$ cat src/rtl/ram_16x8_pkg.sv
// Shared sizes and loader state encoding for the 16x8 program RAM.
package ram_16x8_pkg;

  localparam int RAM_ADDR_W = 4;
  localparam int RAM_DATA_W = 8;
  localparam int RAM_DEPTH  = 16;

  typedef enum logic [1:0] {
    IDLE = 2'd0,
    LOAD = 2'd1,
    DONE = 2'd2
  } ld_state_e;

endpackage

$ cat src/rtl/ram_loader_fsm.sv
// Loader FSM: streams prog_data bytes into consecutive words from 0.
module ram_loader_fsm
  import ram_16x8_pkg::*;
#(
  parameter int ADDR_W = RAM_ADDR_W,
  parameter int DEPTH  = RAM_DEPTH
) (
  input  logic              clk,
  input  logic              rst,
  input  logic              prog_mode_i,
  input  logic              prog_valid_i,
  output logic              we_o,
  output logic [ADDR_W-1:0] waddr_o,
  output logic              prog_ready_o,
  output logic              prog_done_o,
  output logic              idle_o
);

  localparam logic [ADDR_W-1:0] LAST = ADDR_W'(DEPTH - 1);

  ld_state_e         state_q, state_d;
  logic [ADDR_W-1:0] ptr_q, ptr_d;

  always_ff @(posedge clk) begin
    if (rst) begin
      state_q <= IDLE;
      ptr_q   <= '0;
    end else begin
      state_q <= state_d;
      ptr_q   <= ptr_d;
    end
  end

  always_comb begin
    state_d = state_q;
    ptr_d   = ptr_q;
    we_o    = 1'b0;
    unique case (state_q)
      IDLE: begin
        if (prog_mode_i) begin
          state_d = LOAD;
          ptr_d   = '0;
        end
      end
      LOAD: begin
        if (prog_valid_i) begin
          we_o = 1'b1;
          // Pointer parks on the last word instead of wrapping
          if (ptr_q == LAST) state_d = DONE;
          else               ptr_d   = ptr_q + 1'b1;
        end
        if (!prog_mode_i) state_d = IDLE;
      end
      DONE: begin
        if (!prog_mode_i) state_d = IDLE;
      end
      default: state_d = IDLE;
    endcase
  end

  assign waddr_o      = ptr_q;
  assign prog_ready_o = (state_q == LOAD);
  assign prog_done_o  = (state_q == DONE);
  assign idle_o       = (state_q == IDLE);

endmodule

$ cat src/rtl/ram_16x8.sv
// 16x8 RAM with run-mode read/write port and a byte-stream loader.
module ram_16x8
  import ram_16x8_pkg::*;
#(
  parameter int ADDR_W = RAM_ADDR_W,
  parameter int DATA_W = RAM_DATA_W,
  parameter int DEPTH  = RAM_DEPTH
) (
  input  logic              clk,
  input  logic              rst,
  input  logic [ADDR_W-1:0] address_in,
  input  logic [DATA_W-1:0] data_in,
  input  logic              write_bar,
  input  logic              output_bar,
  input  logic              prog_mode,
  input  logic [DATA_W-1:0] prog_data,
  input  logic              prog_valid,
  output logic              prog_ready,
  output logic              prog_done,
  output logic [DATA_W-1:0] data_out,
  output logic              data_valid
);

  logic [DATA_W-1:0] mem_q [DEPTH];
  logic [DATA_W-1:0] dout_q, dout_d;
  logic              dv_q, dv_d;

  logic              ld_we, ld_idle;
  logic [ADDR_W-1:0] ld_addr;
  logic              run_en, run_we, run_rd;
  logic              mem_we;
  logic [ADDR_W-1:0] mem_addr;
  logic [DATA_W-1:0] mem_wdata;

  ram_loader_fsm #(
    .ADDR_W (ADDR_W),
    .DEPTH  (DEPTH)
  ) u_loader (
    .clk          (clk),
    .rst          (rst),
    .prog_mode_i  (prog_mode),
    .prog_valid_i (prog_valid),
    .we_o         (ld_we),
    .waddr_o      (ld_addr),
    .prog_ready_o (prog_ready),
    .prog_done_o  (prog_done),
    .idle_o       (ld_idle)
  );

  assign run_en = ld_idle & ~prog_mode;
  assign run_we = run_en & ~write_bar;
  assign run_rd = run_en & ~output_bar;

  // Single write port: loader owns it whenever the FSM is active
  always_comb begin
    mem_we    = 1'b0;
    mem_addr  = address_in;
    mem_wdata = data_in;
    if (!ld_idle) begin
      mem_we    = ld_we & ~rst;
      mem_addr  = ld_addr;
      mem_wdata = prog_data;
    end else begin
      mem_we    = run_we & ~rst;
    end
  end

  always_ff @(posedge clk) begin
    if (mem_we) mem_q[mem_addr] <= mem_wdata;
  end

  always_comb begin
    dv_d   = run_rd;
    dout_d = dout_q;
    if (run_rd) dout_d = mem_q[address_in];
  end

  always_ff @(posedge clk) begin
    if (rst) begin
      dout_q <= '0;
      dv_q   <= 1'b0;
    end else begin
      dout_q <= dout_d;
      dv_q   <= dv_d;
    end
  end

  assign data_out   = dout_q;
  assign data_valid = dv_q;

endmodule

$ cat config.mk
export PLATFORM = sky130hd
export DESIGN_NAME = ram_16x8
export DESIGN_NICKNAME = d
export VERILOG_FILES = /design/src/rtl/ram_16x8_pkg.sv /design/src/rtl/ram_loader_fsm.sv /design/src/rtl/ram_16x8.sv
export SDC_FILE = /design/constraint.sdc
export NUM_CORES = 1
export LEC_CHECK = 0
export CORE_MARGIN = 2
export CORE_UTILIZATION = 43
export DETAILED_ROUTE_END_ITERATION = 16
export GPL_ROUTABILITY_DRIVEN = 0
export PLACE_DENSITY_LB_ADDON = 0.25
export SYNTH_ARGS = -nofsm -noshare
export SYNTH_HDL_FRONTEND = slang
export SYNTH_HIERARCHICAL = 1
export SYNTH_SLANG_ARGS = --single-unit
$ cat constraint.sdc
create_clock -name clk -period 6 [get_ports clk]
set_input_delay 0.9 -clock clk [delete_from_list [all_inputs] [get_ports clk]]
set_output_delay 0.9 -clock clk [all_outputs]
set_load 0.05 [all_outputs]
==> metrics.cfg <==
[timing]
grt_setup_unrepaired = false
setup-violations-final = 0
tns_ns = 0
layout_setup_ws_ns = 2.89
slew_viol_final = 0
hold_violations = 0
worstMarginPinSlew_ns = 1.11
max_freq_mhz = 321
finClkSkew_ns = 0.0103
finalCritPeriodShare = 0.519
fin_crit_ns = 3.11
relSlewSlack = 0.260

[clock_network]
cts_buffer_depth = 2
cts_resized = 0
clock_latency_ns = 0.42
cts_hold_buf = 0
cts_tree = done
cts_max_level = 4
root_buffer = clkbuf_16
cts.sinks = 143
cts_made_buffers = 17
postCtsSetupBuffers = 0
path_clk_slew_ns = 0.05

[synthesis]
yosys-top-cells-area = edfxtp_1, mux4_2, dfxtp_1, mux2i_1, mux4_1
synth_flop_cell = edfxtp_1
syn_avg_cell_area_um2 = 17.6
synthArstFlopShare = 0
yosysTopAreaCell = edfxtp_1
synth_seq_cells = 143
synth_edf_count = 128
syn_area_um2 = 5840
ys_seq_area_frac = 0.710
ys_warn_count = 6
synth_top_area_frac = 0.659
syn_nets = 358
yosysUniqueCellTypes = 43
syn_inst = 331

[routing]
totalWireLength_mm = 12.5
drt-met1-wl_mm = 5.23
first_pass_iters = 4
drt_iter0_drc = 234
routed-wl-met3_um = 722
viasPerCell = 5.49
route.detailed.wl_per_inst_um = 22.2
postRouteAntennaNets = 0
drc = 0
vias = 3081
maxUsedRoutingLayer = met4
routed-wl-met2_mm = 6.38

[power_and_ir_drop]
vdd.ir_drop.worst_v = 0.000232
power.density_nw_per_um2 = 322
p_leak_nw = 2.22
p_total_w = 0.00221

[critical_path]
worstSetupPathType = in2reg
required_ns = 6.04
worstSetupEndpointType = register
worstSetupStartpointType = input pin
r2r_slack_ns = 3.39
path_max_fanout = 22
worstPathArrival_ns = 3.15

[die]
die_w_um = 121
design.core.area_um2 = 13200
rows = 42
initial_core_util = 0.441
dieHeight_um = 121
die-area_um2 = 14500
io_pins = 37

[final_layout]
layout-drive-gt1-share = 0.156
layout_commonest_cell = edfxtp_1
antenna_cells = 0
final_nets = 400
area_delta_synth_final_pct = 17.5
fin_cells = 561
mostFrequentLayoutCells = edfxtp_1, clkdlybuf4s50_1, mux2i_1

[placement]
dp_cells = 530
dp_slack_ns = 2.40
post-dp-hpwl_mm = 8.01
io_buffers = 36

[flow_run]
cap_violations = 0

[min_path]
min_path_type = reg2reg

[grt]
grtUsageTotal = 0.187
overflow = 0
grt_antenna_before_repair = 0
grt_pass1_wl_mm = 19.1
grt_pass1_vias = 3235
grt_max_degree = 30

[run_status]
outcome = finished, final reports clean

==> path summary, 6_finish.rpt <==
kind,startpoint,endpoint,depth (start not counted)
setup / recovery,address_in[1],mem_q[9][0],4
hold / removal,data_out[7],data_out[7],2
setup reg to reg,u_loader/state_q[1],mem_q[9][0],6
hold reg to reg,data_out[7],data_out[7],2
==> routing by layer <==
layer	vias to the layer above	track usage
met4	0	0.0770
li1	1421	-
met5	-	0
met3	12	0.0396
met2	86	0.299
met1	1562	0.249
==> sequential cells by signal, indices dropped and copies added (netlist names) <==
register and flops:
data_out 8, data_valid 1, mem_q 128, u_loader/state_q 2
u_loader/waddr_o 4
==> kinds of logic (layout without fill, tap and decap cells) <==
family / Yosys count / after routing / share of synthesized area
flip-flops: 143 / 143 / 0.710
AND/OR/NAND/NOR: 67 / 67 / 0.0613
adder cells (fa/ha/maj): 1 / 1 / 0.00214
buffers and inverters: 19 / 73 / 0.0219
AO/OA/AOI/OAI: 44 / 44 / 0.0510
multiplexers: 57 / 57 / 0.154
==> Yosys cell counts, types with 6 or more instances <==
master,count
nand2b_1,9
a22oi_1,9
nor2_1,24
dfxtp_1,15
o21ai_0,7
a21oi_1,6
edfxtp_1,128
nor3b_1,6
nand2_1,8
a32oi_1,9
mux2_2,9
mux4_2,20
mux2i_1,24
==> per-stage QoR <==
stage / hold slack (ns) / utilization / cell area, um^2
2_1_floorplan: 0.492 / - / 5840
3_3_place_gp: 0.478 / 0.477 / 6320
3_5_place_dp: 0.480 / 0.477 / 6320
4_1_cts: 0.493 / 0.518 / 6860
5_1_grt: 0.541 / 0.518 / 6860
6_report: 0.492 / 0.518 / 6860
==> report_power, final <==
part           switching (W)  internal [W]
combinational      0.0000857     0.0000553
clock               0.000367      0.000600
sequential        0.00000464       0.00110
total               0.000457       0.00175
==> critical path: stages <==
cell,delay (ns)
clkdlybuf4s50_1,0.99
nor3b_1,0.40
o21ai_1,0.22
nor2_1,0.64
==> cell type report <==
cell class | instances | area (um^2)
tap | 176 | 220
fill | 1103 | 6380
multi-input combinational | 169 | 1570
clock inverter | 10 | 96.3
sequential | 143 | 4140
timing repair buffer | 39 | 378
clock buffer | 21 | 440
inverter | 3 | 11.3
(Power assumes the default switching activity.)
